$ cat config.mk
export PLATFORM = sky130hd
export DESIGN_NAME = cmt_stage
export DESIGN_NICKNAME = d
export VERILOG_FILES = /design/src/rtl/cmt_stage.sv
export SDC_FILE = /design/constraint.sdc
export NUM_CORES = 1
export LEC_CHECK = 0
export CORE_AREA = 2 2 264 266
export DETAILED_ROUTE_END_ITERATION = 7
export DIE_AREA = 0 0 266 268
export SYNTH_ARGS = -nofsm -noshare
export SYNTH_HDL_FRONTEND = slang
export SYNTH_SLANG_ARGS = --single-unit
$ cat constraint.sdc
create_clock -name clock -period 2.7 [get_ports clock]
set_input_delay 0.27 -clock clock [delete_from_list [all_inputs] [get_ports clock]]
set_output_delay 0.27 -clock clock [all_outputs]
set_load 0.005 [all_outputs]
$ cat src/rtl/cmt_stage.sv
// cmt_stage: commit register, counters, trap and watchdog halt; optional MMIO skip via CMT_MMIO_SKIP_EN
module cmt_stage #(
  parameter int          TIMEOUT     = 5000,
  parameter logic [6:0]  TRAP_OPCODE = 7'h6b,
  parameter logic [63:0] MMIO_TOP    = 64'h8000_0000
) (
  input  logic        clock,
  input  logic        reset,
  input  logic        wb_valid,
  input  logic [63:0] wb_pc,
  input  logic [31:0] wb_inst,
  input  logic        wb_rd_wen,
  input  logic [4:0]  wb_rd_waddr,
  input  logic [63:0] wb_rd_wdata,
  input  logic [63:0] wb_a0,
  input  logic        wb_mem_access,
  input  logic [63:0] wb_mem_addr,
  output logic        cmt_valid,
  output logic [63:0] cmt_pc,
  output logic [31:0] cmt_inst,
  output logic        cmt_wen,
  output logic [7:0]  cmt_wdest,
  output logic [63:0] cmt_wdata,
  output logic        cmt_skip,
  output logic        trap_valid,
  output logic [7:0]  trap_code,
  output logic [63:0] trap_pc,
  output logic [63:0] cycle_cnt,
  output logic [63:0] instr_cnt,
  output logic        halted
);
  typedef enum logic [1:0] {RUN, TRAPPED, TIMED_OUT} state_t;
  state_t state, state_nxt;
  logic [31:0] wd;
  logic accept, is_trap, expire, skip_d, wen_d;
`ifdef CMT_MMIO_SKIP_EN
  assign skip_d = wb_mem_access & (wb_mem_addr < MMIO_TOP);
`else
  logic unused_mem;
  assign unused_mem = &{1'b0, wb_mem_access, wb_mem_addr, MMIO_TOP};
  assign skip_d = 1'b0;
`endif
  assign halted = state != RUN;
  // next state: a retire always beats the watchdog on the same edge
  always_comb begin
    accept    = (state == RUN) & wb_valid;
    is_trap   = accept & (wb_inst[6:0] == TRAP_OPCODE);
    expire    = (state == RUN) & ~wb_valid & (wd == 32'(TIMEOUT - 1));
    wen_d     = wb_rd_wen & (wb_rd_waddr != 5'd0);
    state_nxt = is_trap ? TRAPPED : expire ? TIMED_OUT : state;
  end
  // state, commit registers, counters and sticky trap record
  always_ff @(posedge clock) begin
    if (reset) begin
      state      <= RUN;
      wd         <= '0;
      cmt_valid  <= 1'b0;
      cmt_pc     <= '0;
      cmt_inst   <= '0;
      cmt_wen    <= 1'b0;
      cmt_wdest  <= '0;
      cmt_wdata  <= '0;
      cmt_skip   <= 1'b0;
      trap_valid <= 1'b0;
      trap_code  <= '0;
      trap_pc    <= '0;
      cycle_cnt  <= '0;
      instr_cnt  <= '0;
    end else begin
      state     <= state_nxt;
      cmt_valid <= accept;
      cmt_skip  <= accept & skip_d;
      if (state == RUN) begin
        cycle_cnt <= cycle_cnt + 64'd1;
        wd        <= accept ? '0 : wd + 32'd1;
      end
      if (accept) begin
        cmt_pc    <= wb_pc;
        cmt_inst  <= wb_inst;
        cmt_wen   <= wen_d;
        cmt_wdest <= {3'b0, wb_rd_waddr};
        cmt_wdata <= wen_d ? wb_rd_wdata : 64'd0;
        instr_cnt <= instr_cnt + 64'd1;
      end
      if (is_trap) begin
        trap_valid <= 1'b1;
        trap_code  <= wb_a0[7:0];
        trap_pc    <= wb_pc;
      end else if (expire) begin
        trap_valid <= 1'b1;
        trap_code  <= 8'hFF;
        trap_pc    <= cmt_pc;
      end
    end
  end
endmodule

After elaboration in Yosys (flattened, before gate mapping)
Cells that the tools add are included.

Bitwise logic cells: 6. Reductions and logical operators: 5. Mux-type cells: 10. Add/subtract/negate cells: 3. Equality and inequality tests: 2.

Operators with widths (number): 2-to-1 mux 64 bit (3); adder 64 x 1 -> 64 bit, second input constant (2); adder 32 x 1 -> 32 bit, second input constant (1); equality test 32 x 13 -> 1 bit, second input constant (1); 2-to-1 mux 32 bit (1); 2-to-1 mux 8 bit (2); equality test 7 bit, second input constant (1); AND 1 bit (5); nonzero test 5 bit (1); 2-to-1 mux 1 bit (4); nonzero test 2 bit (2); logical NOT 2 bit (1); OR reduction 2 bit (1); NOT 1 bit (1).

Output and inout port bits: 373. Input bits: 298. Register bits after elaboration: 402. Logic and storage cells: 40.

Depth between registers and ports, before layout
Gate-level depths: netlist of run 1.

Word-level depth: 5. Depth in mapped cells: 9. Depth with buffers taken out: 6.

Least setup slack after synthesis of run 1
Ideal clock, no wire load.

Path type: reg2reg. Start: register state[0]. End: register instr_cnt[53]. Setup time: 70 ps. Data required time: 2630 ps. Arrival: 2194 ps. Period minus slack after synthesis: 2265 ps. Slack: 435 ps. Stages on the path, launching flop included: 9. Buffers on the path: 3. Cell sequence: dfxtp_1 > buf_6 > or3b_1 > buf_6 > nor4_4 > nand4_2 > buf_2 > or3_1 > a21oi_1.

Longest elaborated chain between the ends: 2.

Ends and longest elaborated chain: start: declaration (RTL line 33) `state_t state, state_nxt;`; start signal: assignment (RTL line 70) `state <= state_nxt;`; logical NOT 2 bit (RTL line 46) `accept = (state == RUN) & wb_valid;`; AND 1 bit (RTL line 46); end signal: assignment (RTL line 83) `instr_cnt <= instr_cnt + 64'd1;`; end: declaration (RTL line 29) `output logic [63:0] instr_cnt,`.

Every way passes these cells. A chain may end at the register's enable or synchronous reset.

Worst setup path in the final report of run 1
Start: register cycle_cnt[18]. End: register cycle_cnt[50].

Longest elaborated chain between the ends: 1.

Ends and longest elaborated chain: start: declaration (RTL line 28) `output logic [63:0] cycle_cnt,`; start signal: assignment (RTL line 74) `cycle_cnt <= cycle_cnt + 64'd1;`; adder 64 x 1 -> 64 bit (RTL line 74).

Every way passes these cells.

==> reports/metrics.yaml, run 1 <==
logic_synthesis:
  ys_async_sr_fraction_pct: 0
  avgSynthCellArea_um2: 8.72
  yosys_warnings: 0
  ys.flop_type: "dfxtp_1"
  ys_types: 57
  synth_area_um2: 16200
  syn_inst: 1855
  synth_top_cell_by_area: "dfxtp_1"
  yosysSeqAreaShare_pct: 49.7
  synth_top_cell_area_share_pct: 49.7
  synth-seq-cells: 402
  synthTopCellsByArea: "dfxtp_1 (50%), nand2_1 (6.3%), a21oi_1 (5.2%)"
  synth_edf_count: 0
placed_design:
  place_area_um2: 22900
  port_buffers: 545
  dp_hpwl_mm: 42.7
  dp_cells: 3228
  globalplace.congestion: 0.838
  place_ws_ps: 49.2
cells_and_area:
  seqCellArea_um2: 8050
  syn_to_final_growth_pct: 51.2
  nets: 2696
  final_common_cell: "clkdlybuf4s50_1"
  final_cell_mix: "clkdlybuf4s50_1 (544), dfxtp_1 (402), nand2_1 (271)"
  multi_input_area_um2: 7580
  final_util_pct: 35.9
  fill_cells: 6775
  post-route-cell-area_um2: 24500
  drive_gt1_share_pct: 6.58
  final_cells: 3317
route:
  drc: 0
  drt.antenna.violating_nets: 0
  totalWireLength_mm: 59.0
  vias_per_cell: 4.77
  first_pass_iters: 8
  dr.first_iter.drc_count: 1043
  routedWlPerCell_um: 17.8
  vias: 15800
floorplan:
  die_w_um: 266
  rows: 96
  fp.dieH_um: 268
  initial_core_util_pct: 23.7
  core-area_um2: 68200
  die_area_um2: 71300
  io-pin-count: 671
pwr:
  powerDensity_nw_per_um2: 551
  seqPwrFrac_pct: 45.7
  power.leakage_nw: 8.65
  internal-power_mw: 10.4
  p_sw_mw: 3.07
  pwr-share-comb_pct: 7.6
  vdd_drop_max_mv: 0.449
  power_mw: 13.5
  pwr-share-clk_pct: 46.7
  swShare_pct: 22.8
clock_network:
  cts_buffers: 47
  insertion_delay_ps: 570
  hold_buffers: 0
  clkTransAtPathRegs_ps: 60
  htreeDepth: 2
  root_buffer: "clkbuf_16"
  cts_tree: "built"
  cts.sinks: 402
  postCtsSetupRepairBufs: 0
  post_cts_resized: 0
  clk_path_buf_depth: 3
worst_hold_path:
  min_path_cells: 2
  worst_hold_startpoint: "reset"
  hold_class: "input pin to flip-flop"
timing:
  setup_violations: 0
  whs_ps: 136
  period_needed_ps: 2570
  maxSlewViolCount: 0
  finalCritPeriodShare_pct: 95.2
  rsz0062_at_grt: "false"
  relSlewSlack_pct: 56.7
  fmax_ghz: 0.389
  setup_slack_ps: 131
  setup_tns_ps: 0
  hold_violations: 0
  finalClockSkew_ps: 19.2
  tightest_slew_ps: 649
worst_setup_path:
  r2r-end: "cycle_cnt[50]$_SDFFE_PP0N_"
  r2r_cells: 5
  reg2reg_from: "cycle_cnt[18]$_SDFFE_PP0N_"
  path_buf_inv: 0
  crit_path_cell_trace: "and4_1 -> nand3_1 -> or4b_1 -> or4_1 -> a21oi_1"
  crit_fanout: 10
  cpMaxStageDelayCell: "or4b_1"
  crit_path_end: "cycle_cnt[50]$_SDFFE_PP0N_"
  arrival_ps: 3060
  r2r_slack_ps: 130
  crit_start: "cycle_cnt[18]$_SDFFE_PP0N_"
  end_kind: "flip-flop"
  critical_path_class: "flip-flop to flip-flop"
  slowest_delay_ps: 780
  cp.depth: 5
  cp_data_required_time_ps: 3200
  crit_path_start_kind: "flip-flop"
  critPathTopFamily: "simple AND/OR/NAND/NOR gates"
outcome:
  outcome: "finished, final reports clean"
global_route:
  track_usage_pct: 15.6
  antenna_found_initial: 6
  grt_first_pass_wirelength_mm: 88.3
  grt_pass1_vias: 15300
  grt_max_degree: 79
  overflow: 0
job:
  max-cap-violations: 0
==> cell families after synthesis <==
logic type	count (synthesis)	synth area share (%)
and+or+nand+nor	782	23.2
DFF	402	49.7
AOI/OAI and AO/OA	364	14.2
buffers and inverters	147	3.63
xor gates and xnor gates	87	4.71
muxes	69	4.31
adders and majority gates	3	0.232
other	1	0.0232
==> state kept, by name (all words and copies together), names as in the netlist, 8 cells and up <==
| register | count |
|---|---|
| cmt_inst | 32 |
| cmt_pc | 64 |
| cmt_wdata | 64 |
| cycle_cnt | 64 |
| instr_cnt | 64 |
| trap_code | 8 |
| trap_pc | 64 |
| wd | 32 |
==> final cells by class <==
cell class	count	area share (%)
flip-flops and latches	402	32.9
clock inverters	8	0.332
diodes	4	0.0409
clock buffers	77	5.93
multi-input cells	1309	31.0
inverters	26	0.399
well taps	882	4.51
repair buffers	609	24.9
==> power groups by stage <==
stage	sequential, mW	combinational (mW)	clock (mW)
5_1_grt	6.18	1.10	6.74
3_3_place_gp	6.28	1.02	0
6_report	6.16	1.02	6.29
2_1_floorplan	6.29	0.319	0
4_1_cts	6.16	1.04	6.51
3_5_place_dp	6.29	1.03	0
==> Yosys cell counts, drive strengths merged (2+ instances only) <==
| cell type | instances |
|---|---|
| nor3b | 3 |
| nand4 | 57 |
| xnor2 | 45 |
| mux2i | 64 |
| ha | 3 |
| nand4bb | 4 |
| nor2 | 204 |
| nand2 | 271 |
| nor2b | 7 |
| a22o | 64 |
| a21oi | 167 |
| or3 | 49 |
| inv | 26 |
| or4b | 2 |
| and4 | 11 |
| clkbuf | 98 |
| nor3 | 32 |
| nand3b | 2 |
| or2 | 4 |
| a31o | 4 |
| o31ai | 13 |
| nand3 | 58 |
| and3 | 14 |
| nor4 | 35 |
| buf | 23 |
| a211oi | 64 |
| nor4b | 3 |
| xor2 | 42 |
| o21ai | 47 |
| mux2 | 5 |
| and2 | 6 |
| or4 | 15 |
| dfxtp | 402 |
==> worst min-delay path by stage <==
stage / to / slack, ps
final: instr_cnt[0]$_SDFFE_PP0N_ / 140
after global routing: cycle_cnt[49]$_SDFFE_PP0N_ / 130
after CTS: cmt_pc[20]$_SDFFE_PP0N_ / 100
after detailed placement: cmt_inst[26]$_SDFFE_PP0N_ / 450
after global placement: cmt_wen$_SDFFE_PP0N_ / 440
after floorplan: cmt_wdata[0]$_SDFFE_PP0N_ / 400
==> metal layers <==
metal | vias up | track usage (%) | wire (µm)
met5 | - | 0 | 27
li1 | 7613 | - | -
met1 | 7498 | 18.6 | 23800
met4 | 4 | 5.30 | 1790
met2 | 583 | 26.3 | 28300
met3 | 112 | 5.07 | 5110
==> worst reg2reg max path, cell delays in order, from the launching register on <==
cell,delay [ps]
dfxtp_1,460
and4_1,320
nand3_1,250
or4b_1,780
or4_1,540
a21oi_1,150
Note: power is estimated with default switching activity, not from simulation.
==> inputs of run 2 (changes only) <==
==> constraint.sdc (replaced) <==
create_clock -name clock -period 2.7 [get_ports clock]
set_input_delay 0.54 -clock clock [delete_from_list [all_inputs] [get_ports clock]]
set_output_delay 0.54 -clock clock [all_outputs]
set_load 0.005 [all_outputs]
==> run 2 against run 1 <==
- routed wire length hardly changed
- combinational power hardly changed
- clock-buffer cell count is 11 lower
- sequential power hardly changed
- fmax is 2.9% higher
- largest cell class unchanged
==> reports/metrics.yaml, run 2 (synthesized netlist as in run 1, its figures left out) <==
worst_setup_path:
  arrival_ps: 2990  # -70 ps
  crit_path_cell_trace: "nand4bb_1 -> nor4_1 -> or4b_1 -> or4_1 -> a21oi_1"
  critical_path_class: "flip-flop to flip-flop"
  cpMaxStageDelayCell: "or4b_1"
  path_buf_inv: 0  # unchanged
  crit_fanout: 10  # unchanged
  end_kind: "flip-flop"
  cp_data_required_time_ps: 3200  # about the same
  crit_path_start_kind: "flip-flop"
  slowest_delay_ps: 650  # -130 ps
  critPathTopFamily: "simple AND/OR/NAND/NOR gates"
clock_network:
  root_buffer: "clkbuf_16"
  cts_tree: "built"
  hold_buffers: 0  # unchanged
  cts.sinks: 402  # unchanged
  clkTransAtPathRegs_ps: 60  # about the same
  postCtsSetupRepairBufs: 0  # unchanged
  insertion_delay_ps: 570  # about the same
  clk_path_buf_depth: 3  # unchanged
  htreeDepth: 2  # unchanged
  post_cts_resized: 0  # unchanged
  cts_buffers: 46  # -2.1%
route:
  vias_per_cell: 4.74  # -0.57%
  totalWireLength_mm: 59.1  # about the same
  routedWlPerCell_um: 17.8  # about the same
  vias: 15700  # -0.57%
  first_pass_iters: 5  # -3
  dr.first_iter.drc_count: 877  # -16%
  drt.antenna.violating_nets: 0  # unchanged
  drc: 0  # unchanged
timing:
  finalClockSkew_ps: 18.6  # -0.671 ps
  fmax_ghz: 0.401  # +2.9%
  period_needed_ps: 2500  # -73.2 ps
  setup_violations: 0  # unchanged
  relSlewSlack_pct: 55.3  # -1.5 points
  maxSlewViolCount: 0  # unchanged
  hold_violations: 0  # unchanged
  setup_tns_ps: 0  # unchanged
  whs_ps: 331  # +195 ps
  finalCritPeriodShare_pct: 92.4  # -2.7 points
  tightest_slew_ps: 666  # +17.0 ps
  rsz0062_at_grt: "false"
job:
  max-cap-violations: 0  # unchanged
cells_and_area:
  final_util_pct: 36.1  # +0.25 points
  final_cell_mix: "clkdlybuf4s50_1 (544), dfxtp_1 (402), nand2_1 (271)"
  drive_gt1_share_pct: 6.90  # +0.32 points
  nets: 2700  # +0.15%
  final_common_cell: "clkdlybuf4s50_1"
  syn_to_final_growth_pct: 52.3
worst_hold_path:
  hold_class: "input pin to flip-flop"
pwr:
  pwr-share-comb_pct: 7.4  # -0.2 points
  powerDensity_nw_per_um2: 569  # +3.3%
  pwr-share-clk_pct: 48.7  # +2.0 points
  power_mw: 14.0  # +4.0%
  p_sw_mw: 3.11  # +1.3%
  internal-power_mw: 10.9  # +4.9%
  swShare_pct: 22.2  # -0.60 points
  power.leakage_nw: 8.75  # +1.1%
  vdd_drop_max_mv: 0.403  # -10%
  seqPwrFrac_pct: 43.9  # -1.8 points
placed_design:
  dp_hpwl_mm: 42.8  # +0.38%
  globalplace.congestion: 0.822  # -1.9%
  port_buffers: 545  # unchanged
global_route:
  grt_pass1_vias: 15500  # +1.5%
  grt_first_pass_wirelength_mm: 90.0  # +1.9%
  overflow: 0  # unchanged
  grt_max_degree: 78  # -1.3%
  track_usage_pct: 15.9  # +0.28 points
  antenna_found_initial: 1  # -5
floorplan:
  core-area_um2: 68200  # unchanged
  die_w_um: 266  # unchanged
  io-pin-count: 671  # unchanged
  fp.dieH_um: 268  # unchanged
  rows: 96  # unchanged
  die_area_um2: 71300  # unchanged
  initial_core_util_pct: 23.7  # unchanged
outcome:
  outcome: "finished, final reports clean"
run 2: routing by layer:
layer	global-route usage [%]	wire length (µm)
met4	4.95	1650
met5	0	0
met2	27.1	28400
met3	5.04	5120
met1	18.9	23900
run 2: final timing paths:
check / cells after the start / start / to / slack [ps]
hold reg to reg: 2 / cmt_inst[25]$_SDFFE_PP0N_ / cmt_inst[25]$_SDFFE_PP0N_ / 460
setup reg to reg: 5 / state[1]$_SDFFE_PP0P_ / cycle_cnt[50]$_SDFFE_PP0N_ / 200
hold / removal: 2 / reset / cycle_cnt[28]$_SDFFE_PP0N_ / 330
setup / recovery: 5 / state[1]$_SDFFE_PP0P_ / cycle_cnt[50]$_SDFFE_PP0N_ / 200
run 2: power by group through the flow:
stage | clock (mW) | combinational (mW) | sequential, mW
floorplan | 0 | 0.319 | 6.29
global placement | 0 | 1.03 | 6.28
detailed placement | 0 | 1.04 | 6.29
CTS | 7.05 | 1.05 | 6.16
global route | 7.27 | 1.12 | 6.17
finish | 6.83 | 1.03 | 6.16
run 2: final cells by class:
cell class                      instances  area [µm²]
Clock inverter                         17         293
Tap cell                              882        1100
Sequential cell                       402        8050
Fill cell                            6864       43600
Clock buffer                           66        1360
Timing Repair Buffer                  614        6150
Antenna cell                            1        2.50
Multi-Input combinational cell       1309        7580
Inverter                               26        97.6
run 2: stage by stage:
stage	std cells	cell area (µm²)	worst slack, ps
global placement	3233	23000	-191
floorplan	1858	16200	334
CTS	3316	24600	206
detailed placement	3233	23000	-207
finish	3317	24600	204
global route	3316	24600	33.5
